`src/rtl/osc_seq_pkg.sv`:
```
// Shared state encoding and default parameter values for the oscillator step sequencer.
package osc_seq_pkg;

  typedef enum logic [1:0] {
    StIdle    = 2'd0,
    StGateOn  = 2'd1,
    StGateOff = 2'd2
  } state_e;

  localparam int unsigned DefNumSteps   = 8;
  localparam int unsigned DefStepCycles = 1000;
  localparam int unsigned DefGateCycles = 750;
  localparam int unsigned DefWlW        = 16;

endpackage

```
`src/rtl/osc_seq_timer.sv`:
```
// Per-step cycle counter; flags the last gate-high cycle and the last cycle of a step.
module osc_seq_timer
  import osc_seq_pkg::*;
#(
  parameter int unsigned STEP_CYCLES = DefStepCycles,
  parameter int unsigned GATE_CYCLES = DefGateCycles
) (
  input  logic i_clk,
  input  logic i_rst_n,
  input  logic i_clear,
  input  logic i_run,
  output logic o_gate_end,
  output logic o_step_end
);

  localparam int unsigned CntW = (STEP_CYCLES > 1) ? $clog2(STEP_CYCLES) : 1;

  logic [CntW-1:0] r_cnt;
  logic [CntW-1:0] w_cnt_d;

  // Step end always causes a clear or a stop, so the counter never needs to wrap itself.
  always_comb begin
    w_cnt_d = r_cnt + CntW'(1);
    if (i_clear || !i_run) begin
      w_cnt_d = '0;
    end
  end

  always_ff @(posedge i_clk) begin
    if (!i_rst_n) begin
      r_cnt <= '0;
    end else begin
      r_cnt <= w_cnt_d;
    end
  end

  assign o_gate_end = (r_cnt == CntW'(GATE_CYCLES - 1));
  assign o_step_end = (r_cnt == CntW'(STEP_CYCLES - 1));

endmodule

```
`src/rtl/osc_step_sequencer.sv`:
```
// Step sequencer driving a square oscillator: plays a programmable table of wave lengths
// with a per-step gate, optional looping, and start/stop control.
module osc_step_sequencer
  import osc_seq_pkg::*;
#(
  parameter int unsigned NUM_STEPS   = DefNumSteps,
  parameter int unsigned STEP_CYCLES = DefStepCycles,
  parameter int unsigned GATE_CYCLES = DefGateCycles,
  parameter int unsigned WL_W        = DefWlW,
  localparam int unsigned StepW      = $clog2(NUM_STEPS)
) (
  input  logic             i_clk,
  input  logic             i_rst_n,
  input  logic             i_start,
  input  logic             i_stop,
  input  logic             i_loop,
  input  logic             i_wr_en,
  input  logic [StepW-1:0] i_wr_addr,
  input  logic [WL_W-1:0]  i_wr_wl,
  input  logic             i_wr_mute,
  output logic [WL_W-1:0]  o_wave_len,
  output logic             o_gate,
  output logic [StepW-1:0] o_step,
  output logic             o_running,
  output logic             o_step_pulse
);

  localparam logic [StepW-1:0] LastStep   = StepW'(NUM_STEPS - 1);
  localparam bit               HasGateOff = (GATE_CYCLES < STEP_CYCLES);

  state_e           r_state;
  state_e           w_state_d;
  logic             r_start;
  logic             r_stop;
  logic [WL_W-1:0]  r_wave_len;
  logic             r_gate;
  logic [StepW-1:0] r_step;
  logic             r_step_pulse;
  logic [WL_W-1:0]  w_wave_len_d;
  logic             w_gate_d;
  logic [StepW-1:0] w_step_d;
  logic             w_step_pulse_d;
  logic             w_entry;
  logic [StepW-1:0] w_entry_step;
  logic             w_gate_end;
  logic             w_step_end;
  logic             w_run_d;

  logic [WL_W-1:0]      r_tab_wl [NUM_STEPS];
  logic [NUM_STEPS-1:0] r_tab_mute;

  assign w_run_d = (w_state_d != StIdle);

  osc_seq_timer #(
    .STEP_CYCLES (STEP_CYCLES),
    .GATE_CYCLES (GATE_CYCLES)
  ) u_timer (
    .i_clk      (i_clk),
    .i_rst_n    (i_rst_n),
    .i_clear    (w_entry),
    .i_run      (w_run_d),
    .o_gate_end (w_gate_end),
    .o_step_end (w_step_end)
  );

  always_ff @(posedge i_clk) begin
    if (!i_rst_n) begin
      r_state <= StIdle;
    end else begin
      r_state <= w_state_d;
    end
  end

  // Commands are registered first; stop outranks start and both outrank timer events.
  always_comb begin
    w_state_d    = r_state;
    w_entry      = 1'b0;
    w_entry_step = '0;
    if (r_stop) begin
      w_state_d = StIdle;
    end else if (r_start) begin
      w_entry   = 1'b1;
      w_state_d = StGateOn;
    end else if (r_state != StIdle && w_step_end) begin
      if (r_step != LastStep) begin
        w_entry      = 1'b1;
        w_entry_step = r_step + StepW'(1);
        w_state_d    = StGateOn;
      end else if (i_loop) begin
        w_entry   = 1'b1;
        w_state_d = StGateOn;
      end else begin
        w_state_d = StIdle;
      end
    end else if (r_state == StGateOn && w_gate_end && HasGateOff) begin
      w_state_d = StGateOff;
    end
  end

  always_comb begin
    w_wave_len_d   = r_wave_len;
    w_gate_d       = r_gate;
    w_step_d       = r_step;
    w_step_pulse_d = 1'b0;
    if (w_entry) begin
      w_wave_len_d   = r_tab_wl[w_entry_step];
      w_gate_d       = ~r_tab_mute[w_entry_step];
      w_step_d       = w_entry_step;
      w_step_pulse_d = 1'b1;
    end else if (w_state_d != StGateOn) begin
      w_gate_d = 1'b0;
    end
  end

  // Table reads above use the pre-edge contents, so a same-edge write is seen next entry.
  always_ff @(posedge i_clk) begin
    if (!i_rst_n) begin
      r_start      <= 1'b0;
      r_stop       <= 1'b0;
      r_wave_len   <= '0;
      r_gate       <= 1'b0;
      r_step       <= '0;
      r_step_pulse <= 1'b0;
      r_tab_mute   <= '1;
      for (int i = 0; i < NUM_STEPS; i++) begin
        r_tab_wl[i] <= '0;
      end
    end else begin
      r_start      <= i_start;
      r_stop       <= i_stop;
      r_wave_len   <= w_wave_len_d;
      r_gate       <= w_gate_d;
      r_step       <= w_step_d;
      r_step_pulse <= w_step_pulse_d;
      if (i_wr_en) begin
        r_tab_wl[i_wr_addr]   <= i_wr_wl;
        r_tab_mute[i_wr_addr] <= i_wr_mute;
      end
    end
  end

  assign o_wave_len   = r_wave_len;
  assign o_gate       = r_gate;
  assign o_step       = r_step;
  assign o_running    = (r_state != StIdle);
  assign o_step_pulse = r_step_pulse;

endmodule

```
`config.mk`:
```
export PLATFORM = sky130hd
export DESIGN_NAME = osc_step_sequencer
export DESIGN_NICKNAME = d
export VERILOG_FILES = /design/src/rtl/osc_seq_pkg.sv /design/src/rtl/osc_seq_timer.sv /design/src/rtl/osc_step_sequencer.sv
export SDC_FILE = /design/constraint.sdc
export NUM_CORES = 1
export LEC_CHECK = 0
export ABC_AREA = 1
export BUFFER_PORTS_ARGS = -buffer_cell sky130_fd_sc_hd__buf_2
export CORE_UTILIZATION = 40
export CTS_BUF_LIST = sky130_fd_sc_hd__clkbuf_8
export CTS_CLUSTER_DIAMETER = 50
export DETAILED_ROUTE_END_ITERATION = 8
export SYNTH_ARGS = -nofsm -noshare
export SYNTH_HDL_FRONTEND = slang
export SYNTH_SLANG_ARGS = --single-unit
```
`constraint.sdc`:
```
create_clock -name i_clk -period 3.45 [get_ports i_clk]
set_input_delay 0.1725 -clock i_clk [delete_from_list [all_inputs] [get_ports i_clk]]
set_output_delay 0.1725 -clock i_clk [all_outputs]
set_load 0.05 [all_outputs]
```
==> impl_metrics.json, run 1 <==
{
  "cts.clk_slew.worst_paths_ns": 0.09,
  "ys.flop_type": "edfxtp_1",
  "first_pass_iters": 5,
  "die-area_um2": 20220,
  "synth_cells": 872,
  "hold_end": "r_tab_mute[3]",
  "ir_drop_uv": 283.5,
  "synth_area_leaders": "edfxtp_1 (49%), dfxtp_1 (11%), nand2_1 (9.3%), nor2_1 (8.0%), nand3_1 (5.9%)",
  "syn-num-nets": 902,
  "cts-buffers-inserted": 17,
  "intPower_w": 0.003129,
  "hp-start": "i_rst_n",
  "synth-edff-count": 128,
  "n_antenna_cell": 0,
  "port_buffers": 47,
  "p_total_w": 0.004144,
  "required_ns": 3.82,
  "vias": 5898,
  "final_common_cell": "nand2_1",
  "antenna_found_initial": 0,
  "core_um2": 18960,
  "tightestPinTransition_ns": 1.049,
  "drc_errors": 0,
  "dpl.hpwl_um": 11920,
  "synth_area_um2": 7860,
  "grtUsageTotal_pct": 21.41,
  "synth_cell_types": 34,
  "fill_cells": 1891,
  "p_switching_w": 0.001016,
  "ant_nets": 0,
  "crit_path_end_kind": "flip-flop",
  "share_comb_of_total_power_pct": 7.0,
  "avgSynthCellArea_um2": 9.014,
  "rsz0062_at_grt": "no",
  "drv_slew": 0,
  "totalWireLength_um": 20040,
  "fin_tns_setup_ns": 0,
  "arrival_ns": 2.91,
  "cts-root-buf": "clkbuf_8",
  "r2r_start": "u_timer.r_cnt[0]",
  "yosysTopAreaCell": "edfxtp_1",
  "hold_path_class": "in -> reg",
  "async_flop_share_pct": 0,
  "seqPwrFrac_pct": 56.7,
  "die_h_um": 142.2,
  "drt_iter0_drc": 434,
  "r2r_setup_slack_ns": 0.92,
  "worstSetupStartpointType": "flip-flop",
  "swShare_pct": 24.51,
  "r2r_end": "o_wave_len[3]",
  "rows": 50,
  "status": "complete, no violations",
  "nNetsFinal": 943,
  "finish.instance_area_um2": 8743,
  "clock_path_buffers": 2,
  "post_dp_cell_area_um2": 8305,
  "finalCriticalPeriod_ns": 2.533,
  "h-tree-depth": 4,
  "hold_viol": 0,
  "synth-seq-cells": 171,
  "ios": 48,
  "synth_top_area_share_pct": 48.90,
  "synth_warnings": 0,
  "r2r_cells": 13,
  "start_util_pct": 41.47,
  "clkLatencyLatePin_ns": 0.48,
  "setup_violations": 0,
  "first_global_vias": 5766,
  "grt_pass1_wl_um": 31870,
  "maxCapViolations": 0,
  "gp_congestion": 0.7973,
  "leakage_nw": 3.958,
  "clock_skew_ns": 0.01946,
  "final_cell_mix": "nand2_1 (195), nor2_1 (168), edfxtp_1 (128)",
  "slew_headroom_pct": 29.91,
  "drive_gt1_share_pct": 12.10,
  "area_growth_pct": 11.24,
  "p_clk_share_pct": 36.2,
  "finalCritPeriodShare_pct": 73.42,
  "hold_depth": 2,
  "pwr_density_cell_nw_per_um2": 474.0,
  "grt_remaining_overflow": 0,
  "critPathKind": "reg -> reg",
  "yosysSeqAreaShare_pct": 59.85,
  "post_drt_wl_per_cell_um": 16.90,
  "crit_fanout": 26,
  "die_w_um": 142.2,
  "grt_start_max_net_pins": 85,
  "clkSinkCount": 171,
  "fmax_mhz": 394.8,
  "cts_tree": "yes",
  "avgViaCountPerCell": 4.973
}
[per-layer routing]
layer	wire (um)	track usage (%)
met1	9170	28.75
met3	1158	4.240
met2	9409	34.60
met5	0	0
met4	301	7.131
[per-stage QoR]
step,utilization [%],setup WS [ns],std cells,hold slack (ns)
detailed placement,43.82,0.9041,1152,0.3557
finish,46.13,0.9170,1186,0.05959
floorplan,-,1.378,872,0.2701
global route,46.13,0.6815,1186,0.04851
global placement,43.82,0.9699,1152,0.3581
CTS,46.13,0.8894,1186,0.02926
[worst max-delay path, cell delays in order, from the launching register on]
cell,delay [ns]
dfxtp_1,0.38
ha_1,0.21
nand2_1,0.07
inv_2,0.06
nand2_2,0.08
nor2_8,0.37
nand4_2,0.38
buf_4,0.39
nand2_1,0.12
o21ai_1,0.06
nand2_1,0.11
nand3_1,0.09
nand2_1,0.07
inv_1,0.03
[registers in the layout, indices dropped and copies added (netlist names)]
signal	flops
o_gate	1
o_wave_len	16
o_step_pulse	1
r_stop	1
u_timer.r_cnt	10
r_tab_mute	8
o_step	3
r_tab_wl	128
r_state	2
r_start	1
[area by class of cell]
cell class | instances | area, um^2 | area share [%]
Clock buffer | 18 | 247.7 | 2.833
Clock inverter | 14 | 170.2 | 1.946
Inverter | 112 | 420.4 | 4.808
Sequential cell | 171 | 4705 | 53.81
Tap cell | 260 | 325.3 | 3.721
Multi-Input combinational cell | 547 | 2495 | 28.53
Timing Repair Buffer | 64 | 380.4 | 4.350
[power groups by stage]
stage	clock, W	combinational (W)	sequential (W)
2_1_floorplan	0	0.000164	0.00242
3_3_place_gp	0	0.000290	0.00240
3_5_place_dp	0	0.000293	0.00240
4_1_cts	0.00153	0.000296	0.00235
5_1_grt	0.00161	0.000326	0.00236
6_report	0.00150	0.000291	0.00235
[cell usage after synthesis (2+ instances only)]
master,count
ha_1,4
o21ai_1,12
nor3_1,6
nand2_2,5
nand2_1,195
xor2_1,3
clkbuf_1,15
nand3_4,2
a21oi_1,7
nand2_4,2
buf_2,12
dfxtp_1,43
o21ai_0,5
nand3_1,92
edfxtp_1,128
inv_2,2
a31oi_1,7
nand4_1,25
nor3b_1,2
buf_4,10
nor2_4,2
buf_6,4
inv_1,110
nor2_1,168
nor2_8,2
[what timing repair did]
| action | 4_1_cts | 5_1_grt |
|---|---|---|
| endpoints found under the hold margin | 2 | 0 |
| hold buffers | 2 | 0 |
| setup buffers | 0 | 0 |
| resized for setup | 0 | 0 |
[worst max path at each step]
stage                     cells past startpoint            end             start
after floorplan                              13         o_gate         o_step[0]
after global placement                       13  o_wave_len[0]  u_timer.r_cnt[0]
after detailed placement                     13  o_wave_len[3]  u_timer.r_cnt[0]
after CTS                                    13  o_wave_len[3]  u_timer.r_cnt[0]
after global routing                         13  o_wave_len[0]  u_timer.r_cnt[0]
final                                        13  o_wave_len[3]  u_timer.r_cnt[0]
[logic make-up (layout without fill, tap and decap cells)]
| logic type | after synthesis | count (layout) | share of synthesized area, % |
|---|---|---|---|
| buffers and inverters | 154 | 208 | 8.405 |
| adder cells (fa/ha/maj) | 4 | 4 | 0.6368 |
| flip-flops | 171 | 171 | 59.85 |
| AO/OA/AOI/OAI | 32 | 32 | 2.197 |
| XOR/XNOR | 4 | 4 | 0.4458 |
| AND/OR/NAND/NOR | 507 | 507 | 28.46 |
Note: power is estimated with default switching activity, not from simulation.
==> run 2: changes to the inputs <==
--- a/config.mk
+++ b/config.mk
@@ -5,7 +5,7 @@
 export SDC_FILE = /design/constraint.sdc
 export NUM_CORES = 1
 export LEC_CHECK = 0
-export ABC_AREA = 1
+export ABC_AREA = 0
 export BUFFER_PORTS_ARGS = -buffer_cell sky130_fd_sc_hd__buf_2
 export CORE_UTILIZATION = 40
 export CTS_BUF_LIST = sky130_fd_sc_hd__clkbuf_8
==> constraint.sdc (replaced) <==
create_clock -name i_clk -period 2.6 [get_ports i_clk]
set_input_delay 0.13 -clock i_clk [delete_from_list [all_inputs] [get_ports i_clk]]
set_output_delay 0.13 -clock i_clk [all_outputs]
set_load 0.05 [all_outputs]
==> run 2 against run 1 <==
  * Total power increased by 33%
  * Largest power group unchanged
  * Via count decreased by 3.7%
  * First-iteration DRC count increased by 13%
  * Final area increased by 3.1%
  * Die area increased by 0.59%
  * Wire length increased by 2.4%
  * Critical endpoint is now o_wave_len[5]
  * Global-route usage increased by 0.31 points
  * Fmax increased by 5.1%
  * Register-to-register slack got worse by 0.73 ns
==> impl_metrics.json, run 2 <==
{
  "synth_cell_types": 62,
  "die-area_um2": 20330,
  "grt_pass1_wl_um": 31990,
  "regArea_um2": 4705,
  "required_ns": 3.02,
  "rows": 51,
  "rsz0062_at_grt": "no",
  "port_buffers": 47,
  "synth_cells": 706,
  "cts.clk_slew.worst_paths_ns": 0.09,
  "ios": 48,
  "avgSynthCellArea_um2": 11.20,
  "h-tree-depth": 4,
  "setup_violations": 0,
  "finalCritPeriodShare_pct": 92.74,
  "start_util_pct": 40.76,
  "yosysSeqAreaShare_pct": 59.49,
  "post_drt_wl_per_cell_um": 19.66,
  "leakage_nw": 3.382,
  "drive_gt1_share_pct": 17.46,
  "clock_path_buffers": 2,
  "ant_nets": 0,
  "slew_headroom_pct": 39.95,
  "die_w_um": 142.6,
  "status": "complete, no violations",
  "vias": 5679,
  "critPathKind": "reg -> reg",
  "yosys-mux-area-fraction_pct": 1.899,
  "cts-buffers-inserted": 17,
  "syn-num-nets": 736,
  "synth_compound_area_share_pct": 12.01,
  "first_global_vias": 5678,
  "synth-seq-cells": 171,
  "tightestPinTransition_ns": 0.9006,
  "hold_path_class": "in -> reg",
  "crit_path_end_kind": "flip-flop",
  "cts-root-buf": "clkbuf_8",
  "nNetsFinal": 796,
  "n_antenna_cell": 0,
  "area_growth_pct": 13.97,
  "antenna_found_initial": 0,
  "largest_reg_flops": 128,
  "synth-simple-area-share_pct": 22.69,
  "pwr_density_cell_nw_per_um2": 609.4,
  "synth_area_um2": 7908,
  "synth_top_area_share_pct": 48.61,
  "grt_remaining_overflow": 0,
  "gp_congestion": 0.8379,
  "dpl.hpwl_um": 12940,
  "synthAdderAreaFrac_pct": 0.6329,
  "ir_drop_uv": 313.3,
  "fill_cells": 1837,
  "final_common_cell": "and2_1",
  "async_flop_share_pct": 0,
  "worstSetupStartpointType": "flip-flop",
  "synth_top_family_by_area": "simple AND/OR/NAND/NOR gates",
  "crit_fanout": 16,
  "grtUsageTotal_pct": 21.72,
  "clkSinkCount": 171,
  "fin_tns_setup_ns": 0,
  "synth-edff-count": 128,
  "regMostFlops": "r_tab_wl",
  "synth.top_cells.by_count": "and2_1 (132), edfxtp_1 (128), a21oi_1 (82), nand2_1 (47), dfxtp_1 (43)",
  "cts_tree": "yes",
  "ys.flop_type": "edfxtp_1",
  "clock_skew_ns": 0.01174,
  "final_cells": 1044,
  "grt_start_max_net_pins": 33,
  "hold_viol": 0,
  "yosysMostFrequentCell": "and2_1",
  "drt_iter0_drc": 490,
  "totalWireLength_um": 20530,
  "fmax_mhz": 414.7,
  "multi_input_area_um2": 3042,
  "yosysTopAreaCell": "edfxtp_1",
  "drc_errors": 0,
  "arrival_ns": 2.83,
  "clkLatencyLatePin_ns": 0.47,
  "synth_warnings": 0,
  "final_cell_mix": "and2_1 (132), edfxtp_1 (128), a21oi_1 (82)",
  "finalCriticalPeriod_ns": 2.411,
  "synth_xor_area_share_pct": 0.8861,
  "avgViaCountPerCell": 5.440,
  "die_h_um": 142.6,
  "core_um2": 19400,
  "cts_setup_buffers": 0,
  "maxCapViolations": 0,
  "drv_slew": 0,
  "synth_area_leaders": "edfxtp_1 (49%), dfxtp_1 (11%), and2_1 (10%), a21oi_1 (5.2%), nand3_1 (2.4%)",
  "first_pass_iters": 5,
  "place_inst": 1010
}
[run 2: cell types whose count changed after synthesis, moves of 11 or more]
cell       before  now
nand2_1       195   47
nor2_1        168   24
and2_1          1  132
inv_1         110    5
a21oi_1         7   82
nand3_1        92   38
nand4_1        25    6
nand2b_1        0   17
o2111ai_1       0   16
mux2i_1         0   15
a21o_1          0   14
o21ai_0         5   19
o21ai_1        12    1
[run 2: area by class of cell]
type / count / share of cell area [%]
multi-input combinational: 491 / 33.75
clock buffer: 17 / 2.596
clock inverter: 15 / 2.055
timing repair buffer: 79 / 5.470
tap: 265 / 3.679
sequential: 171 / 52.20
inverter: 6 / 0.2499
[run 2: timing repair]
item / CTS / global route
hold buffers: 2 / 0
resized for setup: 0 / 1
hold endpoints to repair: 2 / 0
endpoints found under the setup margin: 0 / 5
[run 2: worst paths after layout]
kind / to / depth (start not counted) / slack (ns) / start
hold reg to reg: o_wave_len[14] / 2 / 0.48 / o_wave_len[14]
setup reg to reg: o_wave_len[5] / 7 / 0.19 / u_timer.r_cnt[0]
setup / recovery: o_wave_len[5] / 7 / 0.19 / u_timer.r_cnt[0]
hold / removal: r_tab_wl[3][15] / 2 / 0.02 / i_wr_wl[15]
[run 2: report_power, final]
group | internal (W) | total, W | leakage (nW) | switching, W
registers | 0.00308 | 0.00314 | 1.59 | 0.0000598
logic | 0.000107 | 0.000351 | 1.58 | 0.000245
clock network | 0.000968 | 0.00200 | 0.214 | 0.00103
[run 2: per-layer routing]
layer | part of all wire (%) | wire, um | vias up | GRT usage (%)
met3 | 5.6 | 1155 | 30 | 4.542
met2 | 49 | 10070 | 186 | 36.33
met5 | 0 | 0 | - | 0
met4 | 1.8 | 374 | 0 | 7.697
met1 | 43 | 8927 | 2792 | 27.79
li1 | - | - | 2671 | -
[run 2: kinds of logic (layout without fill, tap and decap cells)]
kind of cell             after synthesis  in the layout
AND/OR/NAND/NOR                      310            310
flip-flops                           171            171
AO/OA/AOI/OAI                        154            154
buffers and inverters                 44            117
multiplexers                          15             15
XOR/XNOR                               8              8
adder cells (fa/ha/maj)                4              4
[run 2: worst max-delay path, cell delays in order, from the launching register on]
cell      delay [ns]
dfxtp_1         0.39
ha_1            0.24
nand4b_4        0.18
nor4_4          0.55
nand3_2         0.15
a21oi_4         0.49
nand3_1         0.23
nand3_1         0.11
[run 2: through the flow]
step / hold slack (ns) / worst slack [ns] / cell area, um^2 / power, W / utilization, %
final: 0.02086 / 0.1887 / 9012 / 0.005492 / 46.46
after global routing: 0.003736 / 0.0007998 / 9012 / 0.005689 / 46.46
after CTS: 0.001315 / 0.1856 / 9011 / 0.005529 / 46.45
after detailed placement: 0.3540 / 0.1952 / 8572 / 0.003553 / 44.19
after global placement: 0.3631 / 0.2766 / 8572 / 0.003538 / 44.19
after floorplan: 0.2573 / 0.2861 / 7908 / 0.003393 / -
==> run 3: changes to the inputs <==
--- a/config.mk
+++ b/config.mk
@@ -7,10 +7,13 @@
 export LEC_CHECK = 0
 export ABC_AREA = 0
 export BUFFER_PORTS_ARGS = -buffer_cell sky130_fd_sc_hd__buf_2
+export CELL_PAD_IN_SITES_DETAIL_PLACEMENT = 2
+export CELL_PAD_IN_SITES_GLOBAL_PLACEMENT = 2
 export CORE_UTILIZATION = 40
 export CTS_BUF_LIST = sky130_fd_sc_hd__clkbuf_8
 export CTS_CLUSTER_DIAMETER = 50
 export DETAILED_ROUTE_END_ITERATION = 8
+export PLACE_DENSITY_LB_ADDON = 0.1
 export SYNTH_ARGS = -nofsm -noshare
 export SYNTH_HDL_FRONTEND = slang
 export SYNTH_SLANG_ARGS = --single-unit
==> constraint.sdc (replaced) <==
create_clock -name i_clk -period 2.8 [get_ports i_clk]
set_input_delay 0.14 -clock i_clk [delete_from_list [all_inputs] [get_ports i_clk]]
set_output_delay 0.14 -clock i_clk [all_outputs]
set_load 0.05 [all_outputs]
==> run 3 against run 2 <==
  * Global-route usage is 5.6 points higher
  * Wire length is 26% higher
  * Clock power is 15% lower
  * Cell count is 0.19% higher
  * Flip-flop and latch count stayed put
  * Count of clock-buffer cells in the layout stayed put
  * Final area is 0.29% lower
  * Sequential share of layout area is 0.15 points higher
  * Die area stayed put
  * Combinational power hardly changed
  * Critical path type unchanged
  * Largest power group unchanged
==> impl_metrics.json, run 3 (synthesis results as in run 2) <==
{
  "tightestPinTransition_ns": 0.9590,
  "worstPathCellList": "ha_1, nand4b_4, nor4_4, nand3_2, a21oi_4, o2111ai_1, o211ai_1",
  "r2r_start": "u_timer.r_cnt[0]",
  "area_growth_pct": 13.64,
  "rsz0062_at_grt": "no",
  "start_util_pct": 40.76,
  "die_h_um": 142.6,
  "drv_slew": 0,
  "grt_pass1_wl_um": 39560,
  "cts-root-buf": "clkbuf_8",
  "grt_remaining_overflow": 0,
  "drc_errors": 0,
  "fin_ws_ns": 0.2131,
  "finalCriticalPeriod_ns": 2.587,
  "gp_congestion": 0.8330,
  "port_buffers": 47,
  "ios": 48,
  "crit_fanout": 16,
  "regArea_um2": 4705,
  "worst-path-buf-inv": 0,
  "finalCritPeriodShare_pct": 92.39,
  "final_common_cell": "and2_1",
  "place_inst": 1012,
  "critPathTopFamily": "compound AO/OA/AOI/OAI gates",
  "ir_drop_uv": 313.1,
  "clkSinkCount": 171,
  "maxCapViolations": 0,
  "drive_gt1_share_pct": 18.05,
  "multi_input_area_um2": 3050,
  "final_cells": 1046,
  "r2r_setup_slack_ns": 0.21,
  "clock_skew_ns": 0.01605,
  "cts-buffers-inserted": 17,
  "clock_path_buffers": 2,
  "setup_violations": 0,
  "die_w_um": 142.6,
  "cts_tree": "yes",
  "p_total_w": 0.004963,
  "hold_path_class": "in -> reg",
  "critPathLaunch": "u_timer.r_cnt[0]",
  "path_depth": 7,
  "totalWireLength_um": 25910,
  "core_um2": 19400,
  "r2r_end": "o_wave_len[10]",
  "crit_path_end_kind": "flip-flop",
  "post_drt_wl_per_cell_um": 24.77,
  "die-area_um2": 20330,
  "drt_iter0_drc": 296,
  "largest_reg_flops": 128,
  "grtUsageTotal_pct": 27.36,
  "fin_tns_setup_ns": 0,
  "regMostFlops": "r_tab_wl",
  "arrival_ns": 2.98,
  "r2r_cells": 7,
  "avgViaCountPerCell": 5.638,
  "antenna_found_initial": 0,
  "n_antenna_cell": 0,
  "pwr_density_cell_nw_per_um2": 552.3,
  "ant_nets": 0,
  "dpl.hpwl_um": 16730,
  "nNetsFinal": 798,
  "clkLatencyLatePin_ns": 0.49,
  "max_stage_delay_ns": 0.56,
  "cp-endpoint": "o_wave_len[10]",
  "final_core_util_pct": 46.32,
  "rows": 51,
  "cts.clk_slew.worst_paths_ns": 0.10,
  "fmax_mhz": 386.6,
  "critPathKind": "reg -> reg",
  "hold_viol": 0,
  "cp_slowest_cell": "a21oi_4",
  "first_pass_iters": 5,
  "post-place-ws_ns": 0.2542,
  "final_cell_mix": "and2_1 (132), edfxtp_1 (128), a21oi_1 (82)",
  "slew_headroom_pct": 36.07,
  "worstSetupStartpointType": "flip-flop",
  "ctsResizeCount": 0,
  "vias": 5897,
  "h-tree-depth": 4,
  "leakage_nw": 3.358,
  "grt_start_max_net_pins": 38,
  "required_ns": 3.19,
  "first_global_vias": 6638,
  "status": "complete, no violations",
  "fill_cells": 2051
}
==> run 3: cell types whose count changed in the layout (fill, tap and decap cells not counted), moves of 2 or more <==
cell,delta
nor2_2,+2
buf_4,+2
clkinvlp_4,+2
nor2_1,-2
bufinv_16,-3
==> run 3: routing by layer <==
layer | up-vias | GRT usage (%) | part of all wire, %
li1 | 2669 | - | -
met1 | 3062 | 32.94 | 42
met2 | 124 | 48.56 | 52
met3 | 42 | 4.341 | 3.3
met4 | 0 | 11.21 | 3.0
met5 | - | 0 | 0
==> run 3: worst min-delay path by stage <==
stage,cells after the start,startpoint,to,slack (ns)
4_1_cts,2,i_wr_wl[14],r_tab_wl[4][14],0.007
3_5_place_dp,2,i_start,r_start,0.35
6_report,2,i_wr_wl[14],r_tab_wl[3][14],0.03
5_1_grt,2,i_wr_wl[12],r_tab_wl[2][12],0.04
2_1_floorplan,1,i_start,r_start,0.27
3_3_place_gp,2,i_stop,r_stop,0.35
==> run 3: repair_timing <==
| action | in CTS | in global routing |
|---|---|---|
| hold buffers | 2 | 0 |
| buffers inserted | 0 | 0 |
| hold endpoints to repair | 2 | 0 |
==> run 3: final cells by class <==
class	instances	share of cell area (%)
repair buffers	81	5.653
inverters	6	0.2506
well taps	265	3.690
clock buffers	17	2.604
flip-flops and latches	171	52.35
multi-input cells	491	33.95
clock inverters	15	1.504
==> run 3: through the flow <==
| step | hold slack [ns] | area (um^2) |
|---|---|---|
| 6_report | 0.03286 | 8986 |
| 4_1_cts | 0.006711 | 8986 |
| 3_3_place_gp | 0.3495 | 8597 |
| 2_1_floorplan | 0.2673 | 7908 |
| 5_1_grt | 0.03694 | 8986 |
| 3_5_place_dp | 0.3525 | 8597 |
==> run 3: power breakdown <==
group | switching [W] | internal [W] | leakage (nW)
Combinational | 0.000249 | 0.000101 | 1.59
Clock | 0.00104 | 0.000646 | 0.182
Sequential | 0.0000649 | 0.00286 | 1.59
Total | 0.00135 | 0.00361 | 3.36
